<file path="config.mk">
export PLATFORM = sky130hd
export DESIGN_NAME = key_display_mux
export DESIGN_NICKNAME = d
export VERILOG_FILES = /design/src/rtl/key_display_mux.sv
export SDC_FILE = /design/constraint.sdc
export NUM_CORES = 1
export LEC_CHECK = 0
export ABC_AREA = 1
export CORE_ASPECT_RATIO = 1.25
export CORE_MARGIN = 1.5
export CORE_UTILIZATION = 60
export CTS_CLUSTER_DIAMETER = 120
export DETAILED_ROUTE_END_ITERATION = 7
export PLACE_DENSITY = 0.9
export SETUP_SLACK_MARGIN = 0.2
export SYNTH_ARGS = -nofsm -noshare
export SYNTH_HDL_FRONTEND = slang
export SYNTH_SLANG_ARGS = --single-unit
</file>
<file path="constraint.sdc">
create_clock -name clk -period 4.2 [get_ports clk]
set_clock_uncertainty 0.05 [all_clocks]
set_input_delay 0.63 -clock clk [delete_from_list [all_inputs] [get_ports clk]]
set_output_delay 0.63 -clock clk [all_outputs]
set_load 0.01 [all_outputs]
</file>
<file path="src/rtl/key_display_mux.sv">
// -----------------------------------------------------------------------------
// key_display_mux
//
// Downstream stage of the keypad scanner/debouncer. Keeps a two-digit key
// history (newest digit on the right) and drives one shared, active-low
// 7-segment bus time-multiplexed across two common-anode digits. Both anodes
// are switched off for a short blanking gap between digits so the segment
// pattern of one digit never ghosts onto the other.
//
// Parameters:
//   REFRESH_CYCLES  clk cycles each digit is lit per SHOW phase (>= 2)
//   BLANK_CYCLES    clk cycles both anodes are off between SHOW phases (>= 1,
//                   and no larger than REFRESH_CYCLES so it fits the counter)
//
// Ports:
//   clk        in   system clock, all state on its rising edge
//   reset      in   synchronous, active-high reset
//   key_valid  in   one-cycle strobe: key_code holds a new, debounced key
//   key_code   in   [3:0] hex value of the pressed key
//   seg        out  [6:0] {g,f,e,d,c,b,a}, active-low, shared by both digits
//   anode0     out  right (newest) digit enable, active-low
//   anode1     out  left (older) digit enable, active-low
//   digit0     out  [3:0] newest stored digit
//   digit1     out  [3:0] older stored digit
//   dbg_state  out  [1:0] current display-scan state (SHOW0/BLANK0/SHOW1/BLANK1)
//
// Handshake: key_valid is a pure strobe with no back-pressure. Every cycle in
// which key_valid=1 (and reset=0) shifts the history by one position on the
// next rising edge; consecutive strobes shift once per cycle.
// -----------------------------------------------------------------------------
module key_display_mux #(
  parameter int REFRESH_CYCLES = 48000,
  parameter int BLANK_CYCLES   = 480
) (
  input  logic       clk,
  input  logic       reset,
  input  logic       key_valid,
  input  logic [3:0] key_code,
  output logic [6:0] seg,
  output logic       anode0,
  output logic       anode1,
  output logic [3:0] digit0,
  output logic [3:0] digit1,
  output logic [1:0] dbg_state
);

  localparam int CW = (REFRESH_CYCLES > 1) ? $clog2(REFRESH_CYCLES) : 1;

  // Terminal counts: each phase runs counter values 0 .. N-1.
  localparam logic [CW-1:0] SHOW_LAST  = CW'(REFRESH_CYCLES - 1);
  localparam logic [CW-1:0] BLANK_LAST = CW'(BLANK_CYCLES - 1);

  localparam logic [6:0] SEG_OFF = 7'h7F;

  typedef enum logic [1:0] {
    SHOW0  = 2'd0,
    BLANK0 = 2'd1,
    SHOW1  = 2'd2,
    BLANK1 = 2'd3
  } state_e;

  state_e        state_q, state_d;
  logic [CW-1:0] cnt_q,   cnt_d;
  logic [3:0]    digit0_q, digit0_d;
  logic [3:0]    digit1_q, digit1_d;
  logic          valid0_q, valid0_d;
  logic          valid1_q, valid1_d;
  logic          phase_done;

  // Hex to active-low 7-segment pattern, bit 6 = g ... bit 0 = a.
  function automatic logic [6:0] decode(input logic [3:0] code);
    logic [6:0] pat;
    case (code)
      4'h0:    pat = 7'h40;
      4'h1:    pat = 7'h79;
      4'h2:    pat = 7'h24;
      4'h3:    pat = 7'h30;
      4'h4:    pat = 7'h19;
      4'h5:    pat = 7'h12;
      4'h6:    pat = 7'h02;
      4'h7:    pat = 7'h78;
      4'h8:    pat = 7'h00;
      4'h9:    pat = 7'h10;
      4'hA:    pat = 7'h08;
      4'hB:    pat = 7'h03;
      4'hC:    pat = 7'h46;
      4'hD:    pat = 7'h21;
      4'hE:    pat = 7'h06;
      default: pat = 7'h0E;
    endcase
    return pat;
  endfunction

  // ---------------------------------------------------------------------------
  // State, counter and history registers
  // ---------------------------------------------------------------------------
  always_ff @(posedge clk) begin
    if (reset) begin
      state_q  <= BLANK1;
      cnt_q    <= '0;
      digit0_q <= 4'h0;
      digit1_q <= 4'h0;
      valid0_q <= 1'b0;
      valid1_q <= 1'b0;
    end else begin
      state_q  <= state_d;
      cnt_q    <= cnt_d;
      digit0_q <= digit0_d;
      digit1_q <= digit1_d;
      valid0_q <= valid0_d;
      valid1_q <= valid1_d;
    end
  end

  // ---------------------------------------------------------------------------
  // Next-state logic: scan sequencer and key history shift
  // ---------------------------------------------------------------------------
  always_comb begin
    state_d    = state_q;
    cnt_d      = cnt_q + 1'b1;
    phase_done = 1'b0;

    case (state_q)
      SHOW0, SHOW1: phase_done = (cnt_q == SHOW_LAST);
      default:      phase_done = (cnt_q == BLANK_LAST);
    endcase

    if (phase_done) begin
      cnt_d = '0;
      case (state_q)
        SHOW0:   state_d = BLANK0;
        BLANK0:  state_d = SHOW1;
        SHOW1:   state_d = BLANK1;
        default: state_d = SHOW0;
      endcase
    end
  end

  // The history shift is independent of the scan sequence, so a key arriving
  // mid-SHOW only changes what is lit, never the timing.
  always_comb begin
    digit0_d = digit0_q;
    digit1_d = digit1_q;
    valid0_d = valid0_q;
    valid1_d = valid1_q;
    if (key_valid) begin
      digit1_d = digit0_q;
      valid1_d = valid0_q;
      digit0_d = key_code;
      valid0_d = 1'b1;
    end
  end

  // ---------------------------------------------------------------------------
  // Outputs: combinational from registered state. Positions never written
  // since reset stay dark rather than showing a stale '0'.
  // ---------------------------------------------------------------------------
  always_comb begin
    anode0 = 1'b1;
    anode1 = 1'b1;
    seg    = SEG_OFF;
    case (state_q)
      SHOW0: begin
        anode0 = 1'b0;
        seg    = valid0_q ? decode(digit0_q) : SEG_OFF;
      end
      SHOW1: begin
        anode1 = 1'b0;
        seg    = valid1_q ? decode(digit1_q) : SEG_OFF;
      end
      default: begin
        anode0 = 1'b1;
        anode1 = 1'b1;
        seg    = SEG_OFF;
      end
    endcase
  end

  assign digit0    = digit0_q;
  assign digit1    = digit1_q;
  assign dbg_state = state_q;

endmodule

</file>
Word-level counts from Yosys, hierarchy flattened
Memories as Yosys holds them, arrays and structs flattened. A register that Yosys moved wholly into a read port is not among the register bits.
Cells that the tools add are included.
{"block": "totals", "out_inout_bits": 19, "rom_bits": 224, "n_memories": 2, "inputBits": 7, "ff_bits": 28}
{"memory": "(name not given)", "words": 16, "word_bits": 7, "read_ports": 1, "rd_clocked_by_memory_dff": 1, "wr": 0, "line": "73", "source": "case (code)"}
{"memory": "(name not given)", "words": 16, "word_bits": 7, "read_ports": 1, "rd_clocked_by_memory_dff": 1, "wr": 0, "line": "73"}
{"block": "classes", "mux": 11, "add_sub_neg": 1, "reduce_logical": 3, "n_eq_ne": 4}
{"operator": "$add A16 B1 Y16 const B", "count": 1}
{"operator": "$eq A16 B16 Y1 const B", "count": 1}
{"operator": "$eq A16 B9 Y1 const B", "count": 1}
{"operator": "$mux W4", "count": 4}
{"operator": "$mux W7", "count": 2}
{"operator": "$pmux W7 S2", "count": 1}
{"operator": "$pmux W2 S3", "count": 1}
{"operator": "$reduce_or A2 Y1", "count": 2}
{"operator": "$mux W1", "count": 3}
{"operator": "$eq A2 B1 Y1 const B", "count": 1}
{"operator": "$eq A2 B2 Y1 const B", "count": 1}
{"operator": "$logic_not A2 Y1", "count": 1}

Depth between registers and ports, before layout
Gate-level depths: netlist of the first run.
{"block": "logic_depth", "depth_word": 4, "depth_mapped": 9}

Least setup slack after synthesis of the first run
Ideal clock, no wire load.
{"block": "synth_timing", "path_kind": "input to register", "startpoint": "input key_valid", "endpoint": "register with a tool-made name", "path_stages": 9, "t_arrival_ps": 1693, "setup_slack_ps": 2337, "path_buffers": 1, "cell_sequence": "buf_6 -> or2_1 -> nand3_1 -> inv_1 -> ha_1 -> inv_1 -> nand2_1 -> o211ai_1 -> nand2_1"}
{"element": "start, declared", "line": "37", "source": "input logic key_valid,"}

Final worst setup path of the first run
{"block": "layout_timing", "startpoint": "register state_q[0] (netlist: dbg_state[0])", "endpoint": "output seg[2]"}
{"block": "layout_via", "elab_chain_cells": 2}
{"element": "start, declared", "line": "62", "source": "state_e state_q, state_d;"}
{"element": "start signal, assigned", "line": "106", "source": "state_q <= state_d;"}
{"element": "$eq A2 B2 Y1 / $logic_not A2 Y1 (equally long branches)", "line": "162", "source": "case (state_q)"}
{"element": "$pmux W7 S2 *", "line": "162"}
{"element": "end, declared", "line": "39", "source": "output logic [6:0] seg,"}
Every way passes the cells marked *; elsewhere a longest branch is shown, timed or not.

==> impl_results.md, run 1 <==
- Status: finished clean
- Hold endpoint: cnt_q[0]$_SDFF_PP0_
- Sink Count: 42
- Fmax: 369.2 MHz
- Sum of negative setup slack: 0 ps
- Total number of vias: 1968
- Hold path startpoint: cnt_q[0]$_SDFF_PP0_
- Clock latency on the worst-skew pair: 290 ps
- Cell area after layout: 2584 sq um
- Worst-path clk slew: 80 ps
- Initial antenna violation count: 0
- Cells after DPL: 365
- WS Path Type: flip-flop to output port
- EDFF count, synth: 0
- Mean routed wirelength per cell: 12.13 um
- Crit path largest cell delay: 560 ps
- Reg2reg setup slack: 2540 ps
- DRT iter0 DRCs: 78
- Multi-input logic area: 1212 sq um
- First-pass GRT wire length: 7734 um
- Initial Util: 63.49%
- Crit path buf inv count: 3
- Crit-path cells: inv_1 -> ha_1 -> inv_1 -> nand2_1 -> nand3_1 -> clkdlybuf4s50_1
- Min Clock Period, post-route: 2709 ps
- Combined flip-flop and latch cell area: 840.8 sq um
- Num CTS Buffers: 5
- Final WS setup: 1491 ps
- RSZ-0062 raised after global routing: no
- Largest family of logic cells by synthesized area: simple AND/OR/NAND/NOR gates
- Slew Limit Fails: 0
- Slew @ Worst Pin: 440.1 ps
- IO buf count: 25
- Crit. End Element: output port
- Vias in the first global route: 1926
- Placed cell area: 2492 sq um
- Top post-synthesis cells by area: dfxtp_1 37%, nand2_1 10%, ha_1 8.3%
- Gr usage total: 24.05%
- DRC: 0
- Synth warn: 0
- Worst EP arrival: 2030 ps
- Post-cts sizing count: 0
- Number of diodes: 0
- Clk buf depth: 2
- Synth Area in Compound Gates: 10.46%
- Drt first pass iters: 4
- Synth area leader: dfxtp_1
- Total power: 795.7 uW
- Filler instances: 302
- Row cnt: 24
- R2R depth: 8
- Yosys reg bits: 42
- CP most frequent cell: inv_1
- Leakage power: 1.086 nW
- Final Setup Violations: 0
- Hold WS: 401.9 ps
- Synth Area in XOR/XNOR: 4.672%
- FFs w/ async S/R, synth: 0%
- CP required: 3520 ps
- CP top delay family: buffers and inverters
- PwrDens: 308.0 nW/um^2
- Fin cells: 373
- TritonCTS clock tree: yes
- Synth cell count leaders: 62 x nand2_1, 45 x nor2_1, 42 x dfxtp_1
- Setup Buffers After CTS: 0
- Fin util: 72.92%
- Cell with the most instances after synthesis: nand2_1
- Crit-path slowest cell: clkdlybuf4s50_1
- Height of the die: 71.46 um
- HPWL after detailed placement: 3403 um
- Vias per cell: 5.276
- Mapped Cells: 306
- Count of final hold-check violations: 0
- Syn Nets: 328
- Hold Path Class: flip-flop to flip-flop
- Synth unique cells: 29
- Core area: 3543 sq um
- Sequential-to-total area share from yosys stat: 37.37%
- Nets: 355
- Largest net degree at the start of global routing: 17
- Die area: 4128 sq um
- GRT Residual Overflow: 0
- IO Pins: 26
- Setup slack at placement: 1373 ps
- Crit path max fanout: 8
- Share of cells above drive strength 1: 8.084%
- Ys flop type: dfxtp_1
- Clk root buf: clkbuf_8
- Die X: 57.77 um
- Critical path depth in cells: 6
- Avg Inst Size Synth: 7.352 sq um
- Total Wirelength: 4524 um
- Cts hold-fix bufs: 0
- ANT nets after route: 0
- Max-cap violations: 0
- Synth top area share: 37.37%
- Final Wtd Congestion: 0.8912
- VDD IR max: 214.7 uV
- Crit share post-route: 64.50%
- Synthesized cell area: 2250 sq um
- Slew headroom: 70.57%
- Worst hold path cell count: 1
- Post-synthesis to final-layout area growth: 14.85%
- Post-synthesis simple-gate area fraction: 30.42%
- Mux cell area share after synthesis: 0%
- H-tree depth: 2
- Startpoint Class: flip-flop
- Reg2reg start: digit0[1]$_SDFFE_PP0P_
- Post-Synth Adder-Cell Area: 8.343%
==> worst register-to-register path, stage by stage (launching register included) <==
cell and delay, ps:
dfxtp_1 380, nor2_1 80, nor3_2 360, inv_1 160
ha_1 270, inv_1 80, o21ai_1 60, nand2_1 60
nand3_1 50
==> final cells by class <==
cell class | instances | share of cell area [%]
timing repair buffer | 25 | 9.685
tap | 39 | 1.889
sequential | 42 | 32.54
inverter | 36 | 5.424
multi-input combinational | 223 | 46.92
clock inverter | 1 | 0.1937
clock buffer | 7 | 3.341
==> where the power goes <==
group          internal, mW  switching (mW)  leakage (nW)  total, mW
logic                0.0394          0.0602         0.693     0.0996
registers             0.423          0.0101         0.345      0.433
clock network         0.133           0.131        0.0482      0.263
==> how the worst max path moves through the flow <==
| stage | startpoint | slack (ps) | end |
|---|---|---|---|
| after detailed placement | key_valid | 1370 | flip-flop |
| final | dbg_state[0]$_SDFFE_PP1N_ | 1490 | seg[2] |
| after floorplan | key_valid | 2340 | flip-flop |
| after CTS | dbg_state[0]$_SDFFE_PP1N_ | 1480 | seg[1] |
| after global placement | key_valid | 1510 | flip-flop |
| after global routing | dbg_state[0]$_SDFFE_PP1N_ | 1320 | seg[1] |
==> layer usage <==
layer	global-route usage [%]	up-vias	routed length [um]
met5	0	-	0
met3	4.152	7	137
met1	22.27	892	1795
met4	11.63	0	89
met2	48.36	36	2500
li1	-	1033	-
==> logic make-up (layout without fill, tap and decap cells) <==
kind of cell / count (synthesis) / in the layout
AOI/OAI and AO/OA: 42 / 42
xor gates and xnor gates: 12 / 12
buffers and inverters: 41 / 69
and+or+nand+nor: 154 / 154
adders and majority gates: 15 / 15
DFF: 42 / 42
==> layout by cell type, fill, tap and decap left out <==
cell type | synthesis | final
a21boi_1 | 1 | 1
a21boi_2 | 1 | 1
a21oi_1 | 2 | 2
clkbuf_1 | 0 | 1
clkbuf_8 | 0 | 6
clkdlybuf4s50_1 | 0 | 25
clkinv_2 | 0 | 1
dfxtp_1 | 42 | 42
ha_1 | 15 | 15
inv_1 | 32 | 32
inv_2 | 3 | 3
inv_6 | 1 | 1
nand2_1 | 62 | 62
nand2_2 | 2 | 2
nand2_4 | 1 | 1
nand3_1 | 27 | 27
nand3_2 | 1 | 1
nand4_1 | 4 | 4
nor2_1 | 45 | 45
nor2_2 | 4 | 4
nor2_4 | 1 | 1
nor3_1 | 2 | 2
nor3_2 | 3 | 3
o211ai_1 | 1 | 1
o21ai_0 | 23 | 23
o21ai_1 | 10 | 10
o21ai_2 | 3 | 3
o31ai_1 | 1 | 1
or2_0 | 1 | 1
or2_1 | 1 | 1
xnor2_1 | 2 | 2
xor2_1 | 10 | 10
No activity file was read; power rests on OpenSTA's default activity.
==> run 2: changes to the inputs <==
--- a/config.mk
+++ b/config.mk
@@ -8,10 +8,10 @@
 export ABC_AREA = 1
 export CORE_ASPECT_RATIO = 1.25
 export CORE_MARGIN = 1.5
-export CORE_UTILIZATION = 60
+export CORE_UTILIZATION = 50
 export CTS_CLUSTER_DIAMETER = 120
 export DETAILED_ROUTE_END_ITERATION = 7
-export PLACE_DENSITY = 0.9
+export PLACE_DENSITY = 0.8
 export SETUP_SLACK_MARGIN = 0.2
 export SYNTH_ARGS = -nofsm -noshare
 export SYNTH_HDL_FRONTEND = slang
==> constraint.sdc (replaced) <==
create_clock -name clk -period 2.35 [get_ports clk]
set_clock_uncertainty 0.05 [all_clocks]
set_input_delay 0.3525 -clock clk [delete_from_list [all_inputs] [get_ports clk]]
set_output_delay 0.3525 -clock clk [all_outputs]
set_load 0.01 [all_outputs]
==> impl_results.md, run 2 (synthesis results as in run 1) <==
- Status: finished clean
- GRT Residual Overflow: 0 (unchanged)
- Clock share of power: 36.7% (+3.6 points)
- VDD IR max: 358.4 uV (+67%)
- Largest net degree at the start of global routing: 17 (unchanged)
- DRC: 0 (unchanged)
- Cells after DPL: 393 (+7.7%)
- Worst EP arrival: 1650 ps (-380 ps)
- Num CTS Buffers: 5 (unchanged)
- Switching share of power: 24.53% (-0.76 points)
- RSZ-0062 raised after global routing: no
- Combined flip-flop and latch cell area: 843.3 sq um (+0.30%)
- Internal: 1.153 mW (+94%)
- CP required: 1950 ps (-1570 ps)
- Seq pwr share: 50.6% (-3.8 points)
- First-pass GRT wire length: 8100 um (+4.7%)
- Drt first pass iters: 4 (unchanged)
- Comb pwr share: 12.7% (+0.2 points)
- Hold Path Class: flip-flop to flip-flop
- Post-synthesis to final-layout area growth: 20.69%
- Crit path max fanout: 8 (unchanged)
- Initial antenna violation count: 0 (unchanged)
- Total Wirelength: 4690 um (+3.7%)
- Crit share post-route: 87.24%
- Max-cap violations: 0 (unchanged)
- Clk root buf: clkbuf_8
- Share of cells above drive strength 1: 11.95% (+3.9 points)
- Clk buf depth: 2 (unchanged)
- Slew headroom: 71.65% (+1.1 points)
- Die area: 4913 sq um (+19%)
- Mean routed wirelength per cell: 11.70 um (-3.6%)
- Die X: 63.00 um (+9.0%)
- Startpoint Class: flip-flop
- Vias per cell: 4.960 (-6.0%)
- Most common cell after layout, fill and taps aside: nand2_1
- Switch Pwr: 374.9 uW (+86%)
- Core area: 4358 sq um (+23%)
- Total number of vias: 1989 (+1.1%)
- Fin util: 62.30% (-11 points)
- IO Pins: 26 (unchanged)
- Vias in the first global route: 1935 (+0.47%)
- Final Setup Violations: 0 (unchanged)
- ANT nets after route: 0 (unchanged)
- Commonest non-fill, non-tap cells in the layout: 61 x nand2_1, 45 x nor2_1, 40 x dfxtp_1, 32 x inv_1, 27 x nand3_1
- Slew Limit Fails: 0 (unchanged)
- Number of diodes: 0 (unchanged)
- Crit. End Element: output port
- Clock latency on the worst-skew pair: 290 ps (about the same)
- TritonCTS clock tree: yes
- Count of final hold-check violations: 0 (unchanged)
- Leakage power: 1.114 nW (+2.6%)
- Slew @ Worst Pin: 423.9 ps (-16.14 ps)
- Height of the die: 78.00 um (+9.1%)
- Final WS setup: 299.9 ps (-1191 ps)
- H-tree depth: 2 (unchanged)
- WS Path Type: flip-flop to output port
- Sink Count: 42 (unchanged)
- PwrDens: 562.8 nW/um^2 (+83%)
- Initial Util: 51.62% (-12 points)
- Final Wtd Congestion: 0.8910 (about the same)
- Sum of negative setup slack: 0 ps (unchanged)
- Gr usage total: 20.69% (-3.4 points)
- Fin cells: 401 (+7.5%)
- Worst-path clk slew: 80 ps (about the same)
- DRT iter0 DRCs: 98 (+26%)
- IO buf count: 25 (unchanged)
- Row cnt: 27 (+13%)
- HPWL after detailed placement: 3514 um (+3.2%)
- Fmax: 487.8 MHz
- Filler instances: 381 (+26%)
- Setup slack at placement: 124.1 ps (-1249 ps)
- Setup Buffers After CTS: 0 (unchanged)
- Multi-input logic area: 1240 sq um (+2.3%)
- Min Clock Period, post-route: 2050 ps
- Nets: 364 (+2.5%)
## run 2: what timing repair did
item	4_1_cts	5_1_grt
resized for setup	14	0
hold buffers	0	0
setup endpoints to repair	7	0
## run 2: layer usage
layer,routed length (um),track usage [%],vias to the layer above
met2,2531,40.96,38
li1,-,-,1048
met5,0,0,-
met4,114,9.333,0
met3,130,3.478,10
met1,1914,20.45,893
## run 2: final cells by class
cell class / instances / area share (%)
Inverter: 36 / 5.161
Clock inverter: 2 / 1.382
Tap cell: 58 / 2.673
Sequential cell: 42 / 31.06
Timing Repair Buffer: 34 / 11.38
Multi-Input combinational cell: 223 / 45.67
Clock buffer: 6 / 2.673
## run 2: worst max-delay path: stages (launching register included)
cell and delay [ps]:
dfxtp_2 340, inv_1 190, ha_4 210, inv_1 70, nand2_2 140, nand3_1 110, dlygate4sd2_1 300
## run 2: metrics by stage
stage | power (mW) | hold slack, ps | cell area (sq um)
after floorplan | 0.9163 | 367.5 | 2250
after global placement | 0.9779 | 379.7 | 2584
after detailed placement | 0.9805 | 400.6 | 2584
after CTS | 1.533 | 418.7 | 2715
after global routing | 1.589 | 432.5 | 2715
final | 1.528 | 412.8 | 2715
## run 2: worst paths after layout
path | from | endpoint | slack (ps) | cells past startpoint
worst min register to register | cnt_q[0]$_SDFF_PP0_ | cnt_q[0]$_SDFF_PP0_ | 410 | 1
worst min-delay path | cnt_q[0]$_SDFF_PP0_ | cnt_q[0]$_SDFF_PP0_ | 410 | 1
worst max register to register | digit1[0]$_SDFFE_PP0P_ | flip-flop | 830 | 8
worst max-delay path | dbg_state[0]$_SDFFE_PP1N_ | seg[5] | 300 | 6
## run 2: power by group through the flow
stage / Combinational, mW / Sequential (mW) / Clock (mW)
6_report: 0.194 / 0.773 / 0.561
4_1_cts: 0.193 / 0.773 / 0.567
3_5_place_dp: 0.191 / 0.790 / 0
2_1_floorplan: 0.128 / 0.789 / 0
3_3_place_gp: 0.188 / 0.789 / 0
5_1_grt: 0.217 / 0.777 / 0.595
==> patch (settings of run 1) <==
The parameter `REFRESH_CYCLES` goes from 48000 to 24000.
--- a/src/rtl/key_display_mux.sv
+++ b/src/rtl/key_display_mux.sv
@@ -29,7 +29,7 @@
 // next rising edge; consecutive strobes shift once per cycle.
 // -----------------------------------------------------------------------------
 module key_display_mux #(
-  parameter int REFRESH_CYCLES = 48000,
+  parameter int REFRESH_CYCLES = 24000,
   parameter int BLANK_CYCLES   = 480
 ) (
   input  logic       clk,
Formal check against the unedited RTL: no difference found for any inputs over 10 cycles, from zero or initial values and one cycle with reset high; that may be too few to reach the edited logic, so the function may still have changed.
==> patch against run 1 <==
Worst hold slack improved by 0.0045 ns; core utilization is 0.41 points lower; area after synthesis decreased by 1.6%; sequential cell count shrank 1; die area down 1.5%; power down 0.18%; setup slack lost 0.070 ns; critical path depth unchanged; count of clock-buffer cells in the layout is the same; sequential power fell by 2%; global-route usage grew 0.91 points; via count decreased by 2.0%; final area is 1.4% lower; routed wire length grew 2.3%; largest cell class unchanged; highest routed layer unchanged.
==> patch: results <==
export IMPL_routabilityCongestion=0.916
export IMPL_crit_slowest_cell="sky130_fd_sc_hd__clkdlybuf4s50_1"
export IMPL_place_port_buffers=25
export IMPL_worst_endpoint_arrival_ns=2.10
export IMPL_n_fill_cell=288
export IMPL_fraction_of_layout_cells_with_a_size_suffix_above_1=0.115
export IMPL_syn_num_nets=318
export IMPL_routed_via_count=1928
export IMPL_yosysUniqueCellTypes=27
export IMPL_netlist_top_cells_area="sky130_fd_sc_hd__dfxtp_1 37%, sky130_fd_sc_hd__nand2_1 11%, sky130_fd_sc_hd__ha_1 8.5%"
export IMPL_synth_warning_count=0
export IMPL_place_detailed_hpwl_mm=3.42
export IMPL_synth_top_cells_by_count="63 x sky130_fd_sc_hd__nand2_1, 41 x sky130_fd_sc_hd__dfxtp_1, 40 x sky130_fd_sc_hd__nor2_1, 30 x sky130_fd_sc_hd__inv_1, 24 x sky130_fd_sc_hd__nand3_1"
export IMPL_wl_mm=4.63
export IMPL_outcome="completed"
export IMPL_cts_buffers_inserted=5
export IMPL_cts_htree_levels=2
export IMPL_synth_yosys_seq_area_share=0.371
export IMPL_initial_antenna_violation_count=0
export IMPL_min_path_type="reg -> reg"
export IMPL_grt_first_pass_wirelength_mm=7.87
export IMPL_antenna_cells=0
export IMPL_setup_reg_to_reg_worst_slack_ns=2.52
export IMPL_clkSlewWorstSetupHoldPaths_ns=0.08
export IMPL_static_power_due_to_leakage_nw=1.12
export IMPL_drt_pass1_iterations=4
export IMPL_largest_net_degree_at_the_start_of_global_routing=16
export IMPL_timing_worst_slew_pin_value_ns=0.460
export IMPL_finish_net_count=345
export IMPL_internal_power_mw=0.584
export IMPL_postSynth_asyncResetShare=0
export IMPL_dr_first_iter_drc_count=116
export IMPL_gr_usage_all_layers=0.250
export IMPL_buffers_inserted_during_post_cts_setup_optimization=0
export IMPL_worst_ir_drop_vdd_uv=296
export IMPL_postSynth_topFlopCell="sky130_fd_sc_hd__dfxtp_1"
patch: power groups by stage:
stage                     Clock [mW]  Sequential, mW  Combinational [mW]
after floorplan                    0           0.431              0.0758
after global placement             0           0.432               0.101
after detailed placement           0           0.432               0.104
after CTS                      0.266           0.423               0.105
after global routing           0.290           0.426               0.118
final                          0.266           0.423               0.105
patch: layout make-up:
class	count	area [um^2]	share of cell area
Tap cell	39	48.8	0.0192
Inverter	35	131	0.0516
Clock buffer	7	86.3	0.0339
Timing Repair Buffer	25	250	0.0982
Multi-Input combinational cell	215	1210	0.475
Sequential cell	41	821	0.322
patch: worst paths after layout:
| check | startpoint | cells after the start | end |
|---|---|---|---|
| min reg2reg | cnt_q[0] | 1 | cnt_q[0] |
| max | dbg_state[0] | 6 | seg[1] |
| max reg2reg | digit1[0] | 8 | flop |
| min | cnt_q[0] | 1 | cnt_q[0] |
patch: worst max-delay path: cells and delay by family, from the launching register on:
| kind | cells | cell delay, ns |
|---|---|---|
| buffers and inverters | 3 | 0.79 |
| flip-flops | 1 | 0.40 |
| AND/OR/NAND/NOR | 2 | 0.32 |
| adder cells (fa/ha/maj) | 1 | 0.29 |
patch: logic make-up after synthesis:
family | count (synthesis) | share of synthesized area
adder cells (fa/ha/maj) | 15 | 0.0847
XOR/XNOR | 10 | 0.0395
flip-flops | 41 | 0.371
AO/OA/AOI/OAI | 42 | 0.120
buffers and inverters | 40 | 0.0831
AND/OR/NAND/NOR | 148 | 0.302
patch: through the flow:
| step | cell area (um^2) | std cells | util | hold slack [ns] | worst slack [ns] |
|---|---|---|---|---|---|
| after floorplan | 2210 | 296 | - | 0.367 | 2.34 |
| after global placement | 2460 | 355 | 0.700 | 0.382 | 1.55 |
| after detailed placement | 2460 | 355 | 0.700 | 0.401 | 1.43 |
| after CTS | 2550 | 362 | 0.725 | 0.412 | 1.43 |
| after global routing | 2550 | 362 | 0.725 | 0.457 | 1.32 |
| final | 2550 | 362 | 0.725 | 0.406 | 1.42 |
patch: routing by layer:
metal / GRT usage / vias up / wire (um) / share of wire
li1: - / 998 / - / -
met1: 0.258 / 873 / 1890 / 0.41
met2: 0.451 / 45 / 2440 / 0.53
met3: 0.0640 / 12 / 168 / 0.036
met4: 0.132 / 0 / 123 / 0.027
met5: 0 / - / 0 / 0
